--- config.mk ---
export PLATFORM = sky130hd
export DESIGN_NAME = sweep_sequencer
export DESIGN_NICKNAME = d
export VERILOG_FILES = /design/src/rtl/sweep_sequencer.sv
export SDC_FILE = /design/constraint.sdc
export NUM_CORES = 1
export LEC_CHECK = 0
export ABC_AREA = 1
export CORE_MARGIN = 5
export CORE_UTILIZATION = 50
export CTS_BUF_LIST = sky130_fd_sc_hd__clkbuf_8
export CTS_CLUSTER_SIZE = 14
export DETAILED_ROUTE_END_ITERATION = 10
export PLACE_DENSITY = 0.71
export SLEW_MARGIN = 20
export SYNTH_ARGS = -nofsm -noshare
export SYNTH_HDL_FRONTEND = slang
export SYNTH_SLANG_ARGS = --single-unit
--- constraint.sdc ---
create_clock -name clk_i -period 2.9 [get_ports clk_i]
set_input_delay 0.435 -clock clk_i [delete_from_list [all_inputs] [get_ports clk_i]]
set_output_delay 0.435 -clock clk_i [all_outputs]
set_load 0.05 [all_outputs]
--- src/rtl/sweep_sequencer.sv ---
// Segment-table program sequencer feeding base_freq/sweep_mode to the sweep controller.
// Define SEQ_PAUSE_EN to build the pause (dwell freeze) feature; otherwise pause_i is ignored.
module sweep_sequencer #(
  parameter int DEPTH         = 8,
  parameter int CYCLES_PER_MS = 100000,
  parameter int AW            = $clog2(DEPTH)
) (
  input  logic          clk_i,
  input  logic          rst_i,
  input  logic          wr_en_i,
  input  logic [AW-1:0] wr_addr_i,
  input  logic [37:0]   wr_data_i,
  input  logic [AW:0]   num_entries_i,
  input  logic          loop_en_i,
  input  logic          start_i,
  input  logic          stop_i,
  input  logic          pause_i,
  output logic [19:0]   base_freq_o,
  output logic [1:0]    sweep_mode_o,
  output logic [AW-1:0] seg_idx_o,
  output logic          seg_start_o,
  output logic          busy_o,
  output logic          done_o,
  output logic          wr_err_o
);

  // state   | meaning
  // S_IDLE  | waiting for start, table writable
  // S_LOAD  | table[idx] read; outputs and dwell timer load on the next edge
  // S_DWELL | segment active, ms prescaler and dwell down-counter running
  // S_DONE  | program finished; done pulses on the way back to idle
  typedef enum logic [1:0] {S_IDLE, S_LOAD, S_DWELL, S_DONE} state_t;

  localparam int            PW         = (CYCLES_PER_MS > 1) ? $clog2(CYCLES_PER_MS) : 1;
  localparam logic [PW-1:0] PRESC_LAST = PW'(CYCLES_PER_MS - 1);
  localparam logic [PW-1:0] PRESC_END  = PW'(CYCLES_PER_MS - 2);
  localparam logic [PW-1:0] ONE_P      = PW'(1);
  localparam logic [AW-1:0] ONE_A      = AW'(1);
  localparam logic [AW:0]   ONE_N      = (AW+1)'(1);
  localparam logic [AW:0]   DEPTH_N    = (AW+1)'(DEPTH);
  localparam logic [19:0]   FREQ_MIN   = 20'd1000;
  localparam logic [19:0]   FREQ_MAX   = 20'd999000;
  localparam logic [19:0]   FREQ_RST   = 20'd100000;

  state_t        state_q;
  logic [37:0]   prog_q [DEPTH];
  logic [AW-1:0] idx_q;
  logic [AW:0]   n_q;
  logic          loop_q;
  logic [15:0]   dwell_q;
  logic [PW-1:0] presc_q;
  logic [19:0]   base_freq_q;
  logic [1:0]    sweep_mode_q;
  logic [AW-1:0] seg_idx_q;
  logic          seg_start_q;
  logic          busy_q;
  logic          done_q;
  logic          wr_err_q;
  logic          err_pend_q;

  logic [37:0]   entry;
  logic [19:0]   freq_d;
  logic [15:0]   dwell_d;
  logic          hold;
  logic          seg_end;
  logic          is_last;
  logic          start_ok;
  logic          err_req;
  logic          seg_load;

`ifdef SEQ_PAUSE_EN
  assign hold = pause_i;
`else
  logic pause_unused;
  assign pause_unused = pause_i;
  assign hold         = 1'b0;
`endif

  always_comb begin
    entry = prog_q[idx_q];
    freq_d = entry[37:18];
    if (entry[37:18] < FREQ_MIN) begin
      freq_d = FREQ_MIN;
    end else if (entry[37:18] > FREQ_MAX) begin
      freq_d = FREQ_MAX;
    end
    dwell_d  = (entry[15:0] == 16'd0) ? 16'd1 : entry[15:0];
    // End one cycle early so the LOAD cycle completes the dwell_ms*CYCLES_PER_MS period.
    seg_end  = (dwell_q == 16'd1) && (presc_q == PRESC_END) && !hold;
    is_last  = (({1'b0, idx_q}) + ONE_N) == n_q;
    start_ok = start_i && (num_entries_i != '0) && (num_entries_i <= DEPTH_N);
    err_req  = (wr_en_i && busy_q) || err_pend_q;
    seg_load = (state_q == S_LOAD) && !stop_i;
  end

  always_ff @(posedge clk_i) begin
    if (wr_en_i && !busy_q) begin
      prog_q[wr_addr_i] <= wr_data_i;
    end
  end

  always_ff @(posedge clk_i) begin
    if (rst_i) begin
      state_q      <= S_IDLE;
      idx_q        <= '0;
      n_q          <= '0;
      loop_q       <= 1'b0;
      dwell_q      <= '0;
      presc_q      <= '0;
      base_freq_q  <= FREQ_RST;
      sweep_mode_q <= 2'b00;
      seg_idx_q    <= '0;
      seg_start_q  <= 1'b0;
      busy_q       <= 1'b0;
      done_q       <= 1'b0;
      wr_err_q     <= 1'b0;
      err_pend_q   <= 1'b0;
    end else begin
      seg_start_q <= 1'b0;
      done_q      <= 1'b0;

      // A write error that would land on a seg_start is pushed back one cycle.
      if (seg_load) begin
        err_pend_q <= err_req;
        wr_err_q   <= 1'b0;
      end else begin
        err_pend_q <= 1'b0;
        wr_err_q   <= err_req;
      end

      if (stop_i) begin
        state_q      <= S_IDLE;
        busy_q       <= 1'b0;
        sweep_mode_q <= 2'b00;
      end else begin
        case (state_q)
          S_IDLE: begin
            if (start_ok) begin
              state_q <= S_LOAD;
              busy_q  <= 1'b1;
              n_q     <= num_entries_i;
              loop_q  <= loop_en_i;
              idx_q   <= '0;
            end
          end
          S_LOAD: begin
            state_q      <= S_DWELL;
            base_freq_q  <= freq_d;
            sweep_mode_q <= entry[17:16];
            seg_idx_q    <= idx_q;
            seg_start_q  <= 1'b1;
            dwell_q      <= dwell_d;
            presc_q      <= '0;
          end
          S_DWELL: begin
            if (seg_end) begin
              if (!is_last) begin
                idx_q   <= idx_q + ONE_A;
                state_q <= S_LOAD;
              end else if (loop_q) begin
                idx_q   <= '0;
                state_q <= S_LOAD;
              end else begin
                state_q <= S_DONE;
                busy_q  <= 1'b0;
              end
            end else if (!hold) begin
              if (presc_q == PRESC_LAST) begin
                presc_q <= '0;
                dwell_q <= dwell_q - 16'd1;
              end else begin
                presc_q <= presc_q + ONE_P;
              end
            end
          end
          S_DONE: begin
            done_q  <= 1'b1;
            state_q <= S_IDLE;
          end
          default: begin
            state_q <= S_IDLE;
            busy_q  <= 1'b0;
          end
        endcase
      end
    end
  end

  assign base_freq_o  = base_freq_q;
  assign sweep_mode_o = sweep_mode_q;
  assign seg_idx_o    = seg_idx_q;
  assign seg_start_o  = seg_start_q;
  assign busy_o       = busy_q;
  assign done_o       = done_q;
  assign wr_err_o     = wr_err_q;

endmodule

# Word-level counts from Yosys, hierarchy flattened
# Memories as Yosys holds them, arrays and structs flattened. A register that Yosys moved wholly into a read port is not among the register bits.
# Cells that the tools add are included.
totals:
  wordCells: 92
  mem_bits_rw: 304
  regBits: 73
  out_inout_bits: 29
  in_bits: 52
  n_memories: 1
classes:
  eq_ne: 14
  n_lt_le_gt_ge: 3
  n_bitwise: 2
  reduce_logical: 24
  add_sub_neg: 4
  mux: 30
memory_table:
  columns: ["memory", "words", "word_bits", "rd", "rd_clocked_by_memory_dff", "wr", "line_no", "rtl"]
  rows:
  - ["prog_q", 8, 38, 1, 1, 1, "46", "logic [37:0] prog_q [DEPTH];"]
ops:
  columns: ["operator", "n"]
  rows:
  - ["$mux W16", 3]
  - ["$mux W20", 2]
  - ["$eq A17 B17 Y1 const B", 2]
  - ["$mux W17", 2]
  - ["$pmux W17 S2", 1]
  - ["$pmux W16 S2", 1]
  - ["$gt A20 B20 Y1 const B", 1]
  - ["$lt A20 B10 Y1 const B", 1]
  - ["$mux W3", 6]
  - ["$add A17 B1 Y17 const B", 1]
  - ["$eq A16 B1 Y1 const B", 1]
  - ["$logic_not A16 Y1", 1]
  - ["$sub A16 B1 Y16 const B", 1]
  - ["$ne A2 B2 Y1 const B", 6]
  - ["$reduce_and A5 Y1", 2]
  - ["$mux W1", 8]
  - ["$mux W2", 4]
  - ["$pmux W2 S4", 1]
  - ["$logic_and A1 B1 Y1", 6]
  - ["$pmux W3 S2", 1]
  - ["$reduce_and A3 Y1", 2]
  - ["$reduce_or A2 Y1", 3]
  - ["$add A3 B1 Y4 const B", 1]
  - ["$eq A2 B2 Y1 const B", 2]
  - ["other kinds (14)", 18]

# Logic depth before layout (Yosys ltp)
# Gate-level depths: netlist of run 1.
depth:
  ltp_word: 7
  mapped_depth: 19
  depth_no_buf: 17

# Worst setup path before layout of run 1
# OpenSTA, ideal clock, no wires.
synth_path:
  path_type: "reg2reg"
  from: "register busy_q, in the netlist busy_o"
  to: "memory prog_q[0][0], enable pin"
  synth_period_minus_slack_ps: 2824
  t_arrival_ps: 2391
  required_time_ps: 2467
  path_stages_with_launch: 4
  setup_slack_ps: 76
  cell_sequence: "dfxtp_1 nor2_1 nand2_1 nor2_1"
synth_between:
  elab_chain_cells: 4
synth_lines:
  columns: ["element", "line_no", "rtl"]
  rows:
  - ["start: declaration", "56", "logic busy_q;"]
  - ["start signal: assignment", "114", "busy_q <= 1'b0;"]
  - ["start signal: assignment", "133", "busy_q <= 1'b0;"]
  - ["start signal: assignment", "140", "busy_q <= 1'b1;"]
  - ["$logic_not A1 Y1", "97", "if (wr_en_i && !busy_q) begin"]
  - ["$logic_and A1 B1 Y1", "97", null]
  - ["$mux W1", "97", null]
  - ["$mux W1 (not written as such)", "98", "prog_q[wr_addr_i] <= wr_data_i;"]
  - ["end: declaration", "46", null]
# Every way passes these cells.

==> results.py, run 1 <==
metrics = {
    "grt": {
        "gr-usage-all-layers": 0.200,
        "number_of_antenna_violations_at_the_first_check_in_global_routing": 5,
        "first_pass_grt_wire_length_um": 57200,
        "gr-total-overflow": 0,
        "vias_in_the_first_global_route": 10800,
        "grt_start_max_net_pins": 78,
    },
    "finish": {
        "fin_nets": 1718,
        "finish.cell_count_without_fillers": 2112,
        "final_layout_size_suffix_gt1_frac": 0.0814,
        "final_common_cell": "sky130_fd_sc_hd__edfxtp_1",
        "final_cell_mix": "sky130_fd_sc_hd__edfxtp_1 (304), sky130_fd_sc_hd__nand2_1 (292), sky130_fd_sc_hd__nor2_1 (272), sky130_fd_sc_hd__o21ai_0 (155), sky130_fd_sc_hd__inv_1 (130)",
        "final_core_utilization": 0.585,
        "flow.area_growth_from_synthesis_pct": 15.5,
        "fillerInstances": 2583,
    },
    "synthesis": {
        "synth.lib_cells_used.distinct": 43,
        "ys_async_sr_fraction": 0,
        "yosysSeqAreaShare": 0.667,
        "flop_and_latch_count_out_of_synthesis": 380,
        "post_synth_instance_area_um2": 16000,
        "synth_edf_count": 304,
        "yosysWarningCount": 0,
        "netlist.area_leader.share": 0.572,
        "netlist_top_cells_area": "sky130_fd_sc_hd__edfxtp_1 (57%), sky130_fd_sc_hd__dfxtp_1 (9.5%), sky130_fd_sc_hd__nand2_1 (6.9%)",
        "postSynthCellCount": 1557,
        "yosys_most_used_dff": "sky130_fd_sc_hd__edfxtp_1",
        "syn_avg_cell_area_um2": 10.3,
        "yosysTopAreaCell": "sky130_fd_sc_hd__edfxtp_1",
        "synth_nets": 1614,
    },
    "timing": {
        "tightest_slew_ps": 795,
        "timing.final.crit_period_ps": 2530,
        "fmax_mhz": 396,
        "rsz_0062_raised_after_global_routing": "false",
        "hold_ws_ps": 402,
        "timing.slew.headroom": 0.470,
        "report.final.hold_viol_count": 0,
        "timing.final.setup_violations": 0,
        "setup_total_negative_slack_ps": 0,
        "count_of_final_max_slew_check_failures": 0,
        "period_share": 0.872,
        "clock_skew_ps": 22.0,
    },
    "pwr": {
        "peakVddDrop_uv": 356,
        "power_leakage_nw": 6.88,
        "p_per_area_nw_per_um2": 610,
        "p_total_mw": 11.3,
    },
    "drt": {
        "route.final.wire_length_um": 35900,
        "drt_first_pass_iters": 5,
        "wl_per_cell_um": 17.0,
        "detail_route.iter0.violations": 891,
        "via_count": 11300,
        "antenna_left": 0,
        "vias_per_cell": 5.37,
        "remaining_drc_errors": 0,
    },
    "die": {
        "top_level_port_count": 81,
        "initial_core_util": 0.506,
        "dieWidth_um": 189,
        "rows": 65,
        "floorplan.die_area_um2": 35600,
        "die_h_um": 189,
        "placeableCoreArea_um2": 31600,
    },
    "critical_path": {
        "worstPathArrival_ps": 3030,
        "worst_setup_path_start_kind": "flop",
        "crit_path_max_fanout": 77,
        "critPathKind": "reg -> reg",
        "end_kind": "flop",
        "required_ps": 3400,
    },
    "run_status": {
        "status": "complete, no violations",
    },
    "clock_tree": {
        "clock_tree_from_tritoncts": "yes",
        "cts_made_buffers": 60,
        "number_of_buffers_added_to_fix_hold_violations_after_cts": 0,
        "ctsLongestPathBuffers": 3,
        "cts-root-buf": "sky130_fd_sc_hd__clkbuf_8",
        "ctsResizeCount": 0,
        "post-cts-setup-buffer-count": 0,
        "insertion_delay_ps": 610,
        "cts_num_sinks": 380,
        "clock_pin_slew_worst_setup_and_hold_paths_ps": 60,
        "ctsHtreeMaxLevel": 2,
    },
    "job": {
        "max_cap_viols": 0,
    },
    "hold_path": {
        "worst_hold_startpoint": "num_entries_i[2]",
        "hold_path.class": "in -> reg",
    },
    "place": {
        "detailed_place_hpwl_um": 20900,
        "io_buffer_count": 79,
        "numPlacedInstances": 2001,
        "gp_routability_congestion": 0.842,
    },
}
area by class of cell:
class,count,area [um2],share of cell area
Clock inverter,42,236,0.0128
Multi-Input combinational cell,988,4530,0.246
Tap cell,402,503,0.0273
Inverter,119,454,0.0246
Antenna cell,2,5.00,0.000271
Timing Repair Buffer,112,1140,0.0617
Clock buffer,67,922,0.0500
Sequential cell,380,10700,0.578
kinds of logic (layout without fill, tap and decap cells):
kind of cell               Yosys count  count (layout)  share of synthesized area
buffers and inverters              189             340                     0.0530
other                                0               2                          0
and+or+nand+nor                    692             692                      0.177
xor gates and xnor gates             9               9                    0.00494
DFF                                380             380                      0.667
adders and majority gates            5               5                    0.00392
AOI/OAI and AO/OA                  282             282                     0.0946
cell usage after synthesis, types with 2 or more instances:
library cell and instances:
sky130_fd_sc_hd__nand2_1 292, sky130_fd_sc_hd__buf_4 9, sky130_fd_sc_hd__a21oi_1 37, sky130_fd_sc_hd__inv_2 2, sky130_fd_sc_hd__o21ai_1 43, sky130_fd_sc_hd__clkinv_1 2, sky130_fd_sc_hd__clkbuf_1 29, sky130_fd_sc_hd__ha_1 5
sky130_fd_sc_hd__xor2_1 8, sky130_fd_sc_hd__nor4_1 4, sky130_fd_sc_hd__buf_2 21, sky130_fd_sc_hd__nand3b_1 2, sky130_fd_sc_hd__o31ai_1 2, sky130_fd_sc_hd__o211ai_1 9, sky130_fd_sc_hd__o2111ai_1 2, sky130_fd_sc_hd__o21ai_0 155
sky130_fd_sc_hd__o221ai_1 2, sky130_fd_sc_hd__edfxtp_1 304, sky130_fd_sc_hd__nand2_2 5, sky130_fd_sc_hd__nand4_1 16, sky130_fd_sc_hd__dfxtp_1 76, sky130_fd_sc_hd__o22ai_1 20, sky130_fd_sc_hd__inv_1 113, sky130_fd_sc_hd__nor2_1 280
sky130_fd_sc_hd__nand3_1 68, sky130_fd_sc_hd__o21ai_2 2, sky130_fd_sc_hd__nor3_1 19, sky130_fd_sc_hd__buf_6 9, sky130_fd_sc_hd__a211oi_1 7
stage by stage:
step	instance area (um2)	setup slack (ps)
5_1_grt	18400	23.4
3_5_place_dp	17300	453
2_1_floorplan	16000	75.7
4_1_cts	18400	445
6_report	18400	372
3_3_place_gp	17300	490
where the power goes:
group | internal [mW] | switching, mW
Clock | 2.29 | 2.01
Combinational | 0.284 | 0.637
Sequential | 6.00 | 0.0346
routing by layer:
| metal | routed length (um) | track usage | vias up |
|---|---|---|---|
| met1 | 16100 | 0.285 | 5320 |
| met4 | 720 | 0.0611 | 6 |
| met3 | 2760 | 0.0417 | 63 |
| met5 | 46 | 0 | - |
| li1 | - | - | 5546 |
| met2 | 16200 | 0.313 | 397 |
critical path: stages, from the launching register on:
cell and delay (ps):
sky130_fd_sc_hd__dfxtp_4 370, sky130_fd_sc_hd__inv_6 410, sky130_fd_sc_hd__nand2_1 100, sky130_fd_sc_hd__nand3_1 90, sky130_fd_sc_hd__nand2_1 70, sky130_fd_sc_hd__o21ai_0 460, sky130_fd_sc_hd__nand2_1 110, sky130_fd_sc_hd__nor2_1 100
sky130_fd_sc_hd__nand2_1 60, sky130_fd_sc_hd__nand2_1 50, sky130_fd_sc_hd__nand2_1 50, sky130_fd_sc_hd__nand3_2 230, sky130_fd_sc_hd__nand3_1 120, sky130_fd_sc_hd__o21ai_0 90, sky130_fd_sc_hd__inv_1 60
path summary, 6_finish.rpt:
| check | endpoint | slack (ps) | cells after the start |
|---|---|---|---|
| setup / recovery | base_freq_o[10] | 370 | 14 |
| hold / removal | n_q[2] | 400 | 3 |
| setup reg to reg | base_freq_o[10] | 370 | 14 |
| hold reg to reg | base_freq_o[11] | 450 | 2 |
flip-flops by register name (all words and copies together) (netlist names), 2 cells and up, named ones only:
name          cells
idx_q             3
seg_idx_o         3
dwell_q          16
prog_q          304
presc_q          17
sweep_mode_o      2
state_q           2
base_freq_o      20
n_q               4
No activity file was read; power rests on OpenSTA's default activity.
==> inputs of run 2 (changes only) <==
CTS_CLUSTER_DIAMETER = 30   (was not set)
==> results.py, run 2 (synthesized netlist as in run 1, its figures left out) <==
metrics = {
    "die": {
        "die_h_um": 189,
        "top_level_port_count": 81,
        "rows": 65,
        "floorplan.die_area_um2": 35600,
        "initial_core_util": 0.506,
        "dieWidth_um": 189,
        "placeableCoreArea_um2": 31600,
    },
    "grt": {
        "number_of_antenna_violations_at_the_first_check_in_global_routing": 4,
        "gr-usage-all-layers": 0.201,
        "vias_in_the_first_global_route": 10900,
        "gr-total-overflow": 0,
        "first_pass_grt_wire_length_um": 57400,
        "grt_start_max_net_pins": 78,
    },
    "finish": {
        "finish.cell_count_without_fillers": 2125,
        "fillerInstances": 2541,
        "final_layout_size_suffix_gt1_frac": 0.0993,
        "final_cell_mix": "sky130_fd_sc_hd__edfxtp_1 (304), sky130_fd_sc_hd__nand2_1 (292), sky130_fd_sc_hd__nor2_1 (272), sky130_fd_sc_hd__o21ai_0 (155), sky130_fd_sc_hd__inv_1 (120)",
        "top_register": "prog_q",
        "largest_reg_flops": 304,
        "flow.area_growth_from_synthesis_pct": 17.6,
        "fin_nets": 1725,
        "final_common_cell": "sky130_fd_sc_hd__edfxtp_1",
    },
    "clock_tree": {
        "clock_tree_from_tritoncts": "yes",
        "insertion_delay_ps": 600,
        "clock_pin_slew_worst_setup_and_hold_paths_ps": 80,
        "cts_made_buffers": 67,
        "post-cts-setup-buffer-count": 0,
        "cts_num_sinks": 380,
        "cts-root-buf": "sky130_fd_sc_hd__clkbuf_8",
        "ctsHtreeMaxLevel": 3,
        "number_of_buffers_added_to_fix_hold_violations_after_cts": 0,
        "ctsResizeCount": 0,
        "ctsLongestPathBuffers": 3,
    },
    "place": {
        "detailed_place_hpwl_um": 20900,
        "io_buffer_count": 79,
        "gp_routability_congestion": 0.842,
        "numPlacedInstances": 2001,
    },
    "critical_path": {
        "worst_setup_path_start_kind": "flop",
        "crit_path_max_fanout": 77,
        "end_kind": "flop",
        "worstPathArrival_ps": 3000,
        "required_ps": 3360,
        "critPathKind": "reg -> reg",
    },
    "pwr": {
        "peakVddDrop_uv": 285,
        "power_leakage_nw": 6.97,
        "p_per_area_nw_per_um2": 655,
    },
    "timing": {
        "fmax_mhz": 393,
        "tightest_slew_ps": 807,
        "count_of_final_max_slew_check_failures": 0,
        "report.final.hold_viol_count": 0,
        "rsz_0062_raised_after_global_routing": "false",
        "clock_skew_ps": 39.3,
        "timing.final.setup_violations": 0,
        "timing.slew.headroom": 0.462,
        "setup_total_negative_slack_ps": 0,
        "timing.final.crit_period_ps": 2540,
        "period_share": 0.877,
    },
    "drt": {
        "remaining_drc_errors": 0,
        "vias_per_cell": 5.38,
        "via_count": 11400,
        "antenna_left": 0,
        "route.final.wire_length_um": 36100,
        "drt_first_pass_iters": 5,
        "detail_route.iter0.violations": 940,
        "wl_per_cell_um": 17.0,
    },
    "job": {
        "max_cap_viols": 0,
    },
    "hold_path": {
        "hold_path.class": "in -> reg",
    },
    "run_status": {
        "status": "complete, no violations",
    },
}
-- run 2: cell count changes in the layout (fill, tap and decap cells not counted), moves of 2 or more --
| cell | change |
|---|---|
| sky130_fd_sc_hd__bufinv_16 | +5 |
| sky130_fd_sc_hd__clkinv_1 | -8 |
| sky130_fd_sc_hd__clkinv_2 | -3 |
| sky130_fd_sc_hd__clkinv_4 | +8 |
| sky130_fd_sc_hd__inv_6 | +10 |
| sky130_fd_sc_hd__inv_1 | -10 |
| sky130_fd_sc_hd__clkinvlp_4 | +9 |
| sky130_fd_sc_hd__clkbuf_8 | +2 |
-- run 2: area by class of cell --
class / instances / area (um2) / area share
inverter: 119 / 454 / 0.0242
tap: 402 / 503 / 0.0268
sequential: 380 / 10700 / 0.567
clock buffer: 69 / 950 / 0.0506
timing repair buffer: 112 / 1140 / 0.0606
clock inverter: 54 / 541 / 0.0288
antenna: 1 / 2.50 / 0.000133
multi-input combinational: 988 / 4530 / 0.241
-- run 2: power breakdown --
group,switching [mW],internal (mW),total (mW)
logic,0.638,0.284,0.922
clock network,2.38,2.97,5.35
registers,0.0352,6.00,6.03
total,3.05,9.25,12.3
-- run 2: worst max-delay path, cell delays in order, from the launching register on --
cell                      delay (ps)
sky130_fd_sc_hd__dfxtp_4         370
sky130_fd_sc_hd__inv_6           380
sky130_fd_sc_hd__nand2_1         110
sky130_fd_sc_hd__nand3_1          90
sky130_fd_sc_hd__nand2_1          70
sky130_fd_sc_hd__o21ai_0         460
sky130_fd_sc_hd__nand2_1         100
sky130_fd_sc_hd__nor2_1          100
sky130_fd_sc_hd__nand2_1          60
sky130_fd_sc_hd__nand2_1          50
sky130_fd_sc_hd__nand2_1          50
sky130_fd_sc_hd__nand3_2         230
sky130_fd_sc_hd__nand3_1         120
sky130_fd_sc_hd__nand2_1          90
sky130_fd_sc_hd__nand2_1          40
-- run 2: metrics by stage --
stage | cell area (um2) | total power [mW] | util | setup slack, ps | hold WS (ps)
5_1_grt | 18800 | 12.8 | 0.595 | 41.2 | 413
6_report | 18800 | 12.3 | 0.595 | 356 | 418
4_1_cts | 18800 | 12.4 | 0.595 | 411 | 384
3_5_place_dp | 17300 | 7.06 | 0.548 | 453 | 442
2_1_floorplan | 16000 | 6.71 | - | 75.7 | 439
3_3_place_gp | 17300 | 7.04 | 0.548 | 490 | 439
-- run 2: per-layer routing --
layer / vias to the layer above / wire [um] / GRT usage
met1: 5394 / 16200 / 0.285
met2: 410 / 16500 / 0.316
met4: 6 / 649 / 0.0580
li1: 5561 / - / -
met3: 65 / 2700 / 0.0454
met5: - / 46 / 0
-- run 2: final timing paths --
| kind | cells after the start | from | slack [ps] | to |
|---|---|---|---|---|
| max reg2reg | 14 | flop | 360 | base_freq_o[3] |
| max | 14 | flop | 360 | base_freq_o[3] |
| min | 3 | num_entries_i[2] | 420 | n_q[2] |
| min reg2reg | 2 | base_freq_o[14] | 450 | base_freq_o[14] |
